File: src/rtl/debounce_pkg.sv
// rtl/debounce_pkg.sv - shared debounce types, width helpers and parameter checks
// Contents: scan_state_t (IDLE/WAIT/SAMPLE), width_of() for min-1-bit clog2 widths,
//           params_legal() for the parameter ranges the debounce blocks support.
package debounce_pkg;

    typedef enum logic [1:0] {
        ST_IDLE   = 2'd0,
        ST_WAIT   = 2'd1,
        ST_SAMPLE = 2'd2
    } scan_state_t;

    // clog2 that never returns zero, so a single-value field still gets one bit
    function automatic int width_of(input int n);
        return (n > 1) ? $clog2(n) : 1;
    endfunction

    function automatic bit params_legal(input int num_sw, input int tick_div,
                                        input int stable_scans);
        return (num_sw >= 1) && (tick_div >= 2) && (stable_scans >= 2);
    endfunction

endpackage

File: src/rtl/debounce_scan_scheduler_if.sv
// rtl/debounce_scan_scheduler_if.sv - switch-in / debounced-out bundle of the scan scheduler
// Signals: i_enable, i_switch[NUM_SW] toward the scheduler; o_debounced, o_press, o_release
//          [NUM_SW], o_scan_idx[IDX_W], o_busy back from it.
// Modports: master = user side driving switches/enable, slave = the scheduler.
interface debounce_scan_scheduler_if #(
    parameter int NUM_SW = 4,
    parameter int IDX_W  = 2
);
    logic              i_enable;
    logic [NUM_SW-1:0] i_switch;
    logic [NUM_SW-1:0] o_debounced;
    logic [NUM_SW-1:0] o_press;
    logic [NUM_SW-1:0] o_release;
    logic [IDX_W-1:0]  o_scan_idx;
    logic              o_busy;

    modport master (
        output i_enable, i_switch,
        input  o_debounced, o_press, o_release, o_scan_idx, o_busy
    );

    modport slave (
        input  i_enable, i_switch,
        output o_debounced, o_press, o_release, o_scan_idx, o_busy
    );
endinterface

File: src/rtl/scan_tick_gen.sv
// rtl/scan_tick_gen.sv - scan-slot prescaler with terminal-count flag
// Ports: clk, rst_n (async active-low), clear (sync zero, wins over enable),
//        enable (count up), tc (count == TICK_DIV-2 while enabled).
module scan_tick_gen
    import debounce_pkg::*;
#(
    parameter int TICK_DIV = 250
) (
    input  logic clk,
    input  logic rst_n,
    input  logic clear,
    input  logic enable,
    output logic tc
);
    localparam int           W    = width_of(TICK_DIV);
    localparam logic [W-1:0] LAST = W'(TICK_DIV - 2);

    logic [W-1:0] count;

    always_ff @(posedge clk or negedge rst_n) begin
        if (!rst_n) begin
            count <= '0;
        end else if (clear) begin
            count <= '0;
        end else if (enable) begin
            count <= count + 1'b1;
        end
    end

    // Terminal count is the last WAIT clock; the following SAMPLE clock completes the slot.
    assign tc = enable && (count == LAST);

endmodule

File: src/rtl/debounce_scan_scheduler.sv
// rtl/debounce_scan_scheduler.sv - round-robin time-multiplexed switch debouncer
// Ports: i_clk, i_rst_n (async active-low); bus (slave): i_enable, i_switch in;
//        o_debounced, o_press, o_release, o_scan_idx, o_busy out (all registered).
module debounce_scan_scheduler
    import debounce_pkg::*;
#(
    parameter int NUM_SW       = 4,
    parameter int TICK_DIV     = 250,
    parameter int STABLE_SCANS = 100
) (
    input  logic                        i_clk,
    input  logic                        i_rst_n,
    debounce_scan_scheduler_if.slave    bus
);
    localparam int                   IDX_W   = width_of(NUM_SW);
    localparam int                   CNT_W   = width_of(STABLE_SCANS);
    localparam logic [CNT_W-1:0]     CNT_MAX = CNT_W'(STABLE_SCANS - 1);
    localparam logic [IDX_W-1:0]     IDX_MAX = IDX_W'(NUM_SW - 1);

    if (!params_legal(NUM_SW, TICK_DIV, STABLE_SCANS)) begin : g_bad_params
        $fatal(1, "debounce_scan_scheduler: illegal parameter combination");
    end

    logic [NUM_SW-1:0] sync1;
    logic [NUM_SW-1:0] sync2;
    scan_state_t       state;
    logic [IDX_W-1:0]  idx;
    logic              busy;
    logic [NUM_SW-1:0] deb;
    logic [NUM_SW-1:0] press;
    logic [NUM_SW-1:0] rel;
    logic [CNT_W-1:0]  cnt [NUM_SW];
    logic              tick_tc;
    logic              tick_clear;

    always_ff @(posedge i_clk or negedge i_rst_n) begin
        if (!i_rst_n) begin
            sync1 <= '0;
            sync2 <= '0;
        end else begin
            sync1 <= bus.i_switch;
            sync2 <= sync1;
        end
    end

    // Prescaler only runs in WAIT; it is zeroed on leaving WAIT for any reason.
    assign tick_clear = (state != ST_WAIT) || !bus.i_enable || tick_tc;

    scan_tick_gen #(
        .TICK_DIV (TICK_DIV)
    ) u_tick (
        .clk    (i_clk),
        .rst_n  (i_rst_n),
        .clear  (tick_clear),
        .enable (state == ST_WAIT),
        .tc     (tick_tc)
    );

    always_ff @(posedge i_clk or negedge i_rst_n) begin
        if (!i_rst_n) begin
            state <= ST_IDLE;
            busy  <= 1'b0;
            idx   <= '0;
            deb   <= '0;
            press <= '0;
            rel   <= '0;
            for (int k = 0; k < NUM_SW; k++) begin
                cnt[k] <= '0;
            end
        end else begin
            press <= '0;
            rel   <= '0;
            case (state)
                ST_IDLE: begin
                    if (bus.i_enable) begin
                        state <= ST_WAIT;
                        busy  <= 1'b1;
                    end
                end
                ST_WAIT: begin
                    if (!bus.i_enable) begin
                        state <= ST_IDLE;
                        busy  <= 1'b0;
                    end else if (tick_tc) begin
                        state <= ST_SAMPLE;
                    end
                end
                ST_SAMPLE: begin
                    // Only the serviced channel can commit, so pulses are never simultaneous.
                    if (sync2[idx] == deb[idx]) begin
                        cnt[idx] <= '0;
                    end else if (cnt[idx] == CNT_MAX) begin
                        cnt[idx] <= '0;
                        deb[idx] <= sync2[idx];
                        if (sync2[idx]) begin
                            press[idx] <= 1'b1;
                        end else begin
                            rel[idx] <= 1'b1;
                        end
                    end else begin
                        cnt[idx] <= cnt[idx] + 1'b1;
                    end
                    idx <= (idx == IDX_MAX) ? '0 : idx + 1'b1;
                    if (bus.i_enable) begin
                        state <= ST_WAIT;
                    end else begin
                        state <= ST_IDLE;
                        busy  <= 1'b0;
                    end
                end
                default: begin
                    state <= ST_IDLE;
                    busy  <= 1'b0;
                end
            endcase
        end
    end

    assign bus.o_debounced = deb;
    assign bus.o_press     = press;
    assign bus.o_release   = rel;
    assign bus.o_scan_idx  = idx;
    assign bus.o_busy      = busy;

endmodule

File: src/flat_wrapper.sv
// flat-port wrapper written by rule: the top's interface ports become plain ports
module debounce_scan_scheduler_flat import debounce_pkg::*;
#(
    parameter int NUM_SW       = 4,
    parameter int TICK_DIV     = 250,
    parameter int STABLE_SCANS = 100
)
  (i_clk, i_rst_n, bus_i_enable, bus_i_switch, bus_o_debounced, bus_o_press, bus_o_release, bus_o_scan_idx, bus_o_busy);
  debounce_scan_scheduler_if #(.NUM_SW(NUM_SW), .IDX_W(2)) bus_i ();
  input  logic i_clk;
  input  logic i_rst_n;
  input wire logic [$bits(bus_i.i_enable)-1:0] bus_i_enable;
  input wire logic [$bits(bus_i.i_switch)-1:0] bus_i_switch;
  output wire logic [$bits(bus_i.o_debounced)-1:0] bus_o_debounced;
  output wire logic [$bits(bus_i.o_press)-1:0] bus_o_press;
  output wire logic [$bits(bus_i.o_release)-1:0] bus_o_release;
  output wire logic [$bits(bus_i.o_scan_idx)-1:0] bus_o_scan_idx;
  output wire logic [$bits(bus_i.o_busy)-1:0] bus_o_busy;
  assign bus_i.i_enable = bus_i_enable;
  assign bus_i.i_switch = bus_i_switch;
  assign bus_o_debounced = bus_i.o_debounced;
  assign bus_o_press = bus_i.o_press;
  assign bus_o_release = bus_i.o_release;
  assign bus_o_scan_idx = bus_i.o_scan_idx;
  assign bus_o_busy = bus_i.o_busy;
  debounce_scan_scheduler #(.NUM_SW(NUM_SW), .TICK_DIV(TICK_DIV), .STABLE_SCANS(STABLE_SCANS)) u_core (.i_clk(i_clk), .i_rst_n(i_rst_n), .bus(bus_i));
endmodule
File: config.mk
export PLATFORM = sky130hd
export DESIGN_NAME = debounce_scan_scheduler_flat
export DESIGN_NICKNAME = d
export VERILOG_FILES = /design/src/rtl/debounce_pkg.sv /design/src/rtl/debounce_scan_scheduler_if.sv /design/src/rtl/scan_tick_gen.sv /design/src/rtl/debounce_scan_scheduler.sv /design/src/flat_wrapper.sv
export SDC_FILE = /design/constraint.sdc
export NUM_CORES = 1
export LEC_CHECK = 0
export BUFFER_PORTS_ARGS = -buffer_cell sky130_fd_sc_hd__buf_2
export CORE_ASPECT_RATIO = 0.75
export CORE_MARGIN = 5
export CORE_UTILIZATION = 30
export CTS_BUF_LIST = sky130_fd_sc_hd__clkbuf_4 sky130_fd_sc_hd__clkbuf_8
export DETAILED_ROUTE_END_ITERATION = 8
export PLACE_DENSITY = 0.44
export SKIP_LAST_GASP = 1
export SYNTH_ARGS = -nofsm -noshare
export SYNTH_HDL_FRONTEND = slang
export SYNTH_SLANG_ARGS = --single-unit
File: constraint.sdc
create_clock -name i_clk -period 3.8 [get_ports i_clk]
set_input_delay 0 -clock i_clk [delete_from_list [all_inputs] [get_ports i_clk]]
set_output_delay 0 -clock i_clk [all_outputs]
set_load 0.05 [all_outputs]
# Word-level counts from Yosys, hierarchy flattened
# Index checks and enable logic that the tools add are counted.
# word_totals
register_bits	61
inputBits	7
output_inout_bits	15
elab_cells	80
# classes
mux	34
bitwise_logic	4
addsub	3
eq_ne	10
n_reduce_logical	12
magnitude_cmp	4
# op_table
operator	count
2-to-1 mux 28 bit	2
2-to-1 mux 4 bit	8
AND 28 bit	1
bitwise mux 28 bit	1
inverter 28 bit	1
2-to-1 mux 7 bit	3
2-to-1 mux 8 bit	2
binary-select mux 7 bit (select 2 bit)	1
demux 7 bit (select 2 bit)	1
adder 8 x 1 -> 8 bit, second input constant	1
== test 8 bit, second input constant	1
2-to-1 mux 2 bit	4
adder 7 x 1 -> 7 bit, second input constant	1
== test 7 bit, second input constant	1
2-to-1 mux 1 bit	6
one-hot mux 2 bit (3 select lines)	1
binary-select mux 1 bit (select 2 bit)	2
bitwise mux 4 bit	1
== test 2 bit, second input constant	2
inequality test 2 bit, second input constant	2
AND reduction 2 bit	2
greater-or-equal comparator 3 bit, second input constant	1
logical AND 1 bit	3
< comparator 2 x 3 -> 1 bit, second input constant	1
other kinds (17)	18

# Depth between registers and ports, before layout
# Gate-level depths: netlist (run 1).
# depth
ltp_word	9
ltp_mapped	8
ltp_nobuf	7

# Hierarchy
# A second synthesis (run 1) with hierarchy kept.
# hier_totals
cells_unflattened	240
hier_area_um2	2780.2
# modules_own_cells
module	instances	seq_area_each_um2	area_per_inst_um2	cells_each
debounce_scan_scheduler	1	1326.3	2359.8	198
scan_tick_gen	1	200.2	420.4	42

# Least setup slack after synthesis (run 1)
# OpenSTA, ideal clock, no wires.
# synth_timing
kind	flip-flop to flip-flop
start	register u_core.idx[0] (netlist: u_core.bus.o_scan_idx[0])
end	register u_core.deb[0] (netlist: u_core.bus.o_debounced[0])
t_arrival_ns	2.902
path_stages_with_launch	8
n_path_buf	2
synth_period_minus_slack_ns	3.030
setup_ns	0.128
setup_slack_ns	0.770
path_cell_list	dfrtp_1 -> buf_6 -> mux4_2 -> or4b_4 -> or3_1 -> buf_6 -> nor2_2 -> mux2_1
# synth_via
elab_chain_cells	6
elab_cells_between_ends	18
cone_classes	2 x order compare; 2 x eq/ne; 10 x mux; 2 x bitwise; 2 x reduce/logical
# synth_lines
item	line_no	text
start: declaration	debounce_scan_scheduler.sv:27	logic [IDX_W-1:0] idx;
start signal: assignment	debounce_scan_scheduler.sv:103	idx <= (idx == IDX_MAX) ? '0 : idx + 1'b1;
inverter 2 -> 3 bit (not written as such)	debounce_scan_scheduler.sv:92	end else if (cnt[idx] == CNT_MAX) begin
binary-select mux 7 bit (select 2 bit)	debounce_scan_scheduler.sv:92	
2-to-1 mux 7 bit (not written as such) (2 in series)	debounce_scan_scheduler.sv:92	
== test 7 bit	debounce_scan_scheduler.sv:92	
AND reduction 3 bit (no line)	n/a	
end signal: indexed assignment	debounce_scan_scheduler.sv:94	deb[idx] <= sync2[idx];
end: declaration	debounce_scan_scheduler.sv:29	logic [NUM_SW-1:0] deb;
# Parallel ways exist; a longest one is shown, timed or not. The select of a mux whose other input is x is not followed.
# A chain may end at the register's enable or synchronous reset.

# Worst setup path in the final report (run 1)
# layout_timing
start	register u_core.idx[0] (netlist: u_core.bus.o_scan_idx[0])
end	register u_core.deb[1] (netlist: u_core.bus.o_debounced[1])
# Same word-level chain as after synthesis.

==> results of run 1 <==
layout make-up:
class,count,area (sq um),area share
flip-flops and latches,61,1530,0.474
multi-input cells,152,1110,0.344
repair buffers,30,188,0.0583
well taps,112,140,0.0435
clock buffers,11,139,0.0431
clock inverters,5,75.1,0.0233
inverters,12,45.0,0.0140
power by group through the flow:
stage / Clock (mW) / Combinational (mW) / Sequential, mW
floorplan: 0 / 0.333 / 0.821
global placement: 0 / 0.483 / 0.810
detailed placement: 0 / 0.482 / 0.810
CTS: 0.648 / 0.487 / 0.799
global route: 0.670 / 0.547 / 0.812
finish: 0.632 / 0.482 / 0.799
state kept, by name, indices dropped and copies added, names as in the netlist, 4 cells and up:
| name | cells |
|---|---|
| u_core.cnt | 28 |
| u_core.u_tick.count | 8 |
| u_core.bus.o_debounced | 4 |
| u_core.bus.o_press | 4 |
| u_core.bus.o_release | 4 |
| u_core.sync1 | 4 |
| u_core.sync2 | 4 |
how the worst max path moves through the flow:
| stage | from | to | slack, ps |
|---|---|---|---|
| finish | u_core.bus.o_scan_idx[0] | u_core.bus.o_debounced[1] | 700 |
| global placement | u_core.bus.o_scan_idx[0] | u_core.bus.o_debounced[0] | 790 |
| floorplan | u_core.bus.o_scan_idx[0] | u_core.bus.o_debounced[0] | 770 |
| detailed placement | u_core.bus.o_scan_idx[0] | u_core.bus.o_debounced[0] | 740 |
| global route | u_core.bus.o_scan_idx[0] | u_core.bus.o_debounced[1] | 570 |
| CTS | u_core.bus.o_scan_idx[0] | u_core.bus.o_debounced[0] | 700 |
worst register-to-register path: stages (launching register included):
cell and delay, ps:
dfrtp_1 770, mux4_2 660, or4b_4 570, or3_1 490, nor2_2 150, mux2_1 340
placed cells by master, fill, tap and decap left out, drive strengths merged, types with 2 or more instances in the layout:
cell and n:
o211ai 2, dlygate4sd3 6, clkbuf 11, bufinv 2, o21ai 24, dfrtp 61
ha 11, o31ai 8, nor3 4, nand3 9, clkinv 3, buf 24
nand2 29, nor2 20, mux4 9, a21oi 4, inv 12, xnor2 4
xor2 5, or3 4, a22o 5, mux2 6
layer usage:
metal	wire length [um]	up-vias	global-route usage
li1	-	881	-
met1	3180	883	0.178
met2	2220	41	0.143
met3	377	9	0.0452
met4	97	0	0.0425
met5	0	-	0
logic make-up (layout without fill, tap and decap cells):
logic type               Yosys count  count (layout)
multiplexers                      15              15
AND/OR/NAND/NOR                   73              73
XOR/XNOR                           9               9
buffers and inverters             22              58
adder cells (fa/ha/maj)           11              11
AO/OA/AOI/OAI                     44              44
flip-flops                        61              61
what timing repair did:
item / in CTS / in global routing
endpoints found under the hold margin: 38 / 0
setup endpoints to repair: 0 / 0
hold buffers: 6 / 0
==> impl_metrics.py, run 1 <==
metrics = {
    "clock_network": {
        "cts_tree": "done",
        "h-tree-depth": 3,
        "post_cts_buffers": 0,
        "worstSkewPairLatency_ps": 350,
        "cts-root-buf": "clkbuf_8",
        "cts_resized": 0,
        "cts_buffers": 9,
        "clk_path_buf_depth": 2,
        "path_clk_slew_ps": 70,
        "clock-sinks": 61,
    },
    "power": {
        "power.density_nw_per_um2": 594,
        "total_power_mw": 1.91,
        "switching_share": 0.334,
        "peakVddDrop_v": 0.000309,
        "clkPwrFrac": 0.330,
        "p_int_mw": 1.28,
        "leakagePower_nw": 1.49,
        "p_sw_mw": 0.638,
        "combPwrFrac": 0.252,
        "p_seq_frac": 0.418,
    },
    "timing": {
        "slew_viol_final": 0,
        "setup-violations-final": 0,
        "rsz0062_at_grt": "false",
        "tightest_slew_ps": 880,
        "hold_viol_final": 0,
        "clock.fmax_mhz": 323,
        "setup_tns_ps": 0,
        "setup_slack_ps": 704,
        "period_share": 0.815,
        "slew_headroom": 0.411,
        "period_needed_ps": 3100,
        "skew_ps": 9.44,
        "timing.hold.ws_ps": 269,
    },
    "global_route": {
        "antenna_found_initial": 0,
        "track_usage": 0.116,
        "grt_max_degree": 35,
        "grt_pass1_wl_um": 9810,
        "grt_pass1_vias": 1765,
        "grt_overflow": 0,
    },
    "die": {
        "die_w_um": 120,
        "dieArea_sq_um": 11100,
        "core_area_sq_um": 8970,
        "initial_utilization": 0.305,
        "fp-row-count": 30,
        "io_pins": 22,
        "die_h_um": 92.7,
    },
    "synthesis": {
        "synth_edf_count": 0,
        "synthArstFlopShare": 1.00,
        "synth_area_sq_um": 2740,
        "synth-compound-area-share": 0.0974,
        "yosysMostFrequentCell": "dfrtp_1",
        "synth-xor-area-share": 0.0288,
        "synth_fp_nets": 253,
        "synth_fa_ha_area_frac": 0.0503,
        "synthTopCellsByArea": "dfrtp_1 (56%), ha_1 (5.0%), mux4_1 (4.8%), o21ai_0 (4.4%), nand2_1 (4.0%)",
        "yosys.area_share.simple": 0.123,
        "synth.yosys.seq_area_share": 0.558,
        "synth_common_cells": "dfrtp_1 (61), nand2_1 (29), o21ai_0 (24)",
        "ys_warn_count": 0,
        "ys_ff_latch": 61,
        "muxShareOfSynthArea": 0.106,
        "syn_inst": 235,
        "synth_flop_cell": "dfrtp_1",
        "ys_types": 31,
        "synth_top_family_by_area": "simple AND/OR/NAND/NOR gates",
        "synth_top_cell_by_area": "dfrtp_1",
        "synth_top_area_frac": 0.558,
        "synth_area_per_cell_sq_um": 11.6,
    },
    "routing": {
        "drt-vias-per-instance": 4.74,
        "num_vias": 1814,
        "drt_iter0_drc": 60,
        "wl_um": 5870,
        "antenna_left": 0,
        "drc": 0,
        "dr.pass1.iters": 4,
        "route.detailed.wl_per_inst_um": 15.3,
    },
    "setup_path": {
        "cp_num_buf_inv": 0,
        "reg2reg_from": "u_core.bus.o_scan_idx[0]",
        "arrival_ps": 3320,
        "cp_top_family": "simple AND/OR/NAND/NOR gates",
        "r2r_slack_ps": 700,
        "crit_chain": "mux4_2, or4b_4, or3_1, nor2_2, mux2_1",
        "worst-path-stages": 5,
        "endpoint_kind": "flop",
        "rr_worst_depth": 5,
        "path_class": "flop to flop",
        "start_kind": "flop",
        "critical-path-max-stage-delay_ps": 770,
        "required_ps": 4020,
        "slowest_stage": "dfrtp_1",
        "worstPathMaxFanout": 13,
        "rr_endpoint": "u_core.bus.o_debounced[1]",
    },
    "cells_and_area": {
        "stdcell_area_sq_um": 3220,
        "area_growth_syn_to_layout_pct": 17.8,
        "fin_nets": 284,
        "antennaDiodeCount": 0,
        "fin_cells": 383,
        "fillers": 882,
        "drive_above_1_share": 0.192,
        "postLayoutCoreUtil": 0.359,
    },
    "placement": {
        "portBuffers": 21,
        "placedCellCount": 361,
        "place_hpwl_um": 3920,
        "place_area_sq_um": 2950,
        "gp_congestion": 0.749,
        "pre_cts_slack_ps": 738,
    },
    "status": {
        "outcome": "completed",
    },
    "min_path": {
        "min_path_type": "input port to async pin",
    },
    "flow_run": {
        "max-cap-violations": 0,
    },
}
No activity file was read; power rests on OpenSTA's default activity.
==> run 2, diff against run 1 <==
--- a/config.mk
+++ b/config.mk
@@ -11,7 +11,7 @@
 export CORE_UTILIZATION = 30
 export CTS_BUF_LIST = sky130_fd_sc_hd__clkbuf_4 sky130_fd_sc_hd__clkbuf_8
 export DETAILED_ROUTE_END_ITERATION = 8
-export PLACE_DENSITY = 0.44
+export PLACE_DENSITY = 0.45
 export SKIP_LAST_GASP = 1
 export SYNTH_ARGS = -nofsm -noshare
 export SYNTH_HDL_FRONTEND = slang
==> constraint.sdc (replaced) <==
create_clock -name i_clk -period 2.6 [get_ports i_clk]
set_input_delay 0 -clock i_clk [delete_from_list [all_inputs] [get_ports i_clk]]
set_output_delay 0 -clock i_clk [all_outputs]
set_load 0.05 [all_outputs]
==> impl_metrics.py, run 2 (same netlist as run 1, synthesis figures left out) <==
metrics = {
    "die": {
        "dieArea_sq_um": 11100,
        "core_area_sq_um": 8970,
        "io_pins": 22,
        "die_h_um": 92.7,
        "fp-row-count": 30,
        "initial_utilization": 0.305,
        "die_w_um": 120,
    },
    "cells_and_area": {
        "largest_reg_flops": 28,
        "area_growth_syn_to_layout_pct": 22.4,
        "fillers": 894,
        "max_flop_register": "u_core.cnt",
        "postLayoutCoreUtil": 0.373,
        "seqCellArea_sq_um": 1530,
        "antennaDiodeCount": 0,
        "stdcell_area_sq_um": 3350,
        "layout_common_cells": "dfrtp_1 (59), nand2_1 (29), o21ai_0 (22), buf_2 (21), nor2_1 (18)",
        "fin_cells": 394,
        "largestRegisters": "u_core.cnt (28), u_core.u_tick.count (8)",
        "fin_nets": 295,
        "final_common_cell": "dfrtp_1",
        "multi_input_area_sq_um": 1130,
        "drive_above_1_share": 0.245,
    },
    "power": {
        "peakVddDrop_v": 0.000412,
        "power.density_nw_per_um2": 862,
        "leakagePower_nw": 1.53,
    },
    "min_path": {
        "min_path_type": "input port to flop",
    },
    "routing": {
        "dr.pass1.iters": 4,
        "drt-vias-per-instance": 4.70,
        "num_vias": 1851,
        "routed.top_layer": "met4",
        "met1_length_um": 2970,
        "route.detailed.wl_per_inst_um": 14.4,
        "met2_length_um": 2260,
        "drc": 0,
        "wl_met3_um": 333,
        "wl_um": 5660,
        "antenna_left": 0,
        "drt_iter0_drc": 169,
    },
    "global_route": {
        "antenna_found_initial": 0,
        "grt_overflow": 0,
        "grt_max_degree": 39,
        "grt_pass1_vias": 1846,
        "grt_pass1_wl_um": 9770,
        "track_usage": 0.114,
    },
    "timing": {
        "hold_viol_final": 0,
        "clock.fmax_mhz": 394,
        "skew_ps": 4.94,
        "slew_headroom": 0.433,
        "tightest_slew_ps": 850,
        "period_needed_ps": 2540,
        "slew_viol_final": 0,
        "setup-violations-final": 0,
        "rsz0062_at_grt": "true",
        "period_share": 0.976,
    },
    "placement": {
        "place_hpwl_um": 3830,
        "gp_congestion": 0.783,
        "place_area_sq_um": 3040,
        "placedCellCount": 371,
        "portBuffers": 21,
    },
    "setup_path": {
        "worstPathMaxFanout": 5,
        "arrival_ps": 2770,
        "required_ps": 2830,
        "start_kind": "flop",
        "endpoint_kind": "flop",
        "path_class": "flop to flop",
    },
    "clock_network": {
        "cts_tree": "done",
        "path_clk_slew_ps": 70,
        "cts-root-buf": "clkbuf_8",
        "clock-sinks": 61,
        "cts_buffers": 9,
        "clk_path_buf_depth": 2,
        "worstSkewPairLatency_ps": 340,
        "h-tree-depth": 3,
    },
    "status": {
        "outcome": "completed",
    },
    "flow_run": {
        "max-cap-violations": 0,
    },
}
==> run 2: cell count changes in the layout (fill, tap and decap cells not counted), moves of 2 or more <==
cell / previous run / this run
nor2_4: 0 / 2
clkinv_2: 3 / 1
clkinvlp_4: 0 / 3
mux2_1: 2 / 0
dfrtp_1: 61 / 59
o21ai_1: 0 / 2
nor2_2: 2 / 0
buf_4: 3 / 12
dfrtp_2: 0 / 2
o21ai_0: 24 / 22
mux2_4: 0 / 2
==> run 2: critical path: stages (launching register included) <==
cell and delay, ps:
dfrtp_2 400, buf_12 110, mux4_2 520, or4b_4 560, or3_4 430, nor2_4 100
mux2_4 300
==> run 2: layer usage <==
layer  GRT usage  up-vias
met5           0        -
met4      0.0453        0
met3      0.0452        7
met2       0.149       42
met1       0.167      897
li1            -      905
==> run 2: power breakdown <==
part	internal [mW]	switching, mW	leakage, nW
Sequential	1.06	0.0882	0.819
Clock	0.548	0.386	0.102
Combinational	0.321	0.487	0.605
Total	1.92	0.961	1.53
==> run 2: worst paths after layout <==
kind,start,to,slack [ps],cells after the start
max in group asynchronous,i_rst_n,u_core.bus.o_scan_idx[1],1570,3
setup / recovery,u_core.bus.o_scan_idx[0],u_core.bus.o_debounced[1],60,6
min in group asynchronous,i_rst_n,u_core.cnt[23],310,2
hold reg to reg,u_core.sync1[3],u_core.sync2[3],350,0
setup reg to reg,u_core.bus.o_scan_idx[0],u_core.bus.o_debounced[1],60,6
hold / removal,bus_i_switch[0],u_core.sync1[0],300,2
==> run 2: through the flow <==
stage	setup TNS, ps	setup WS, ps	hold WS, ps	total power, mW
after floorplan	-812	-249	-296	1.69
after global placement	0	74.1	108	1.94
after detailed placement	0	7.02	110	1.93
after CTS	0	48.3	270	2.90
after global routing	-18.2	-17.5	294	3.08
final	0	61.3	300	2.89
==> run 2: repair_timing <==
action | 4_1_cts | 5_1_grt
hold buffers | 6 | 0
pin swaps | 0 | 1
resized for setup | 1 | 1
buffers inserted | 0 | 1
endpoints found under the setup margin | 2 | 11
endpoints found under the hold margin | 41 | 0
==> run 2: final cells by class <==
type / instances / share of cell area
clock buffer: 10 / 0.0393
clock inverter: 6 / 0.0262
inverter: 12 / 0.0135
multi-input combinational: 152 / 0.337
sequential: 61 / 0.457
tap: 112 / 0.0419
timing repair buffer: 41 / 0.0856
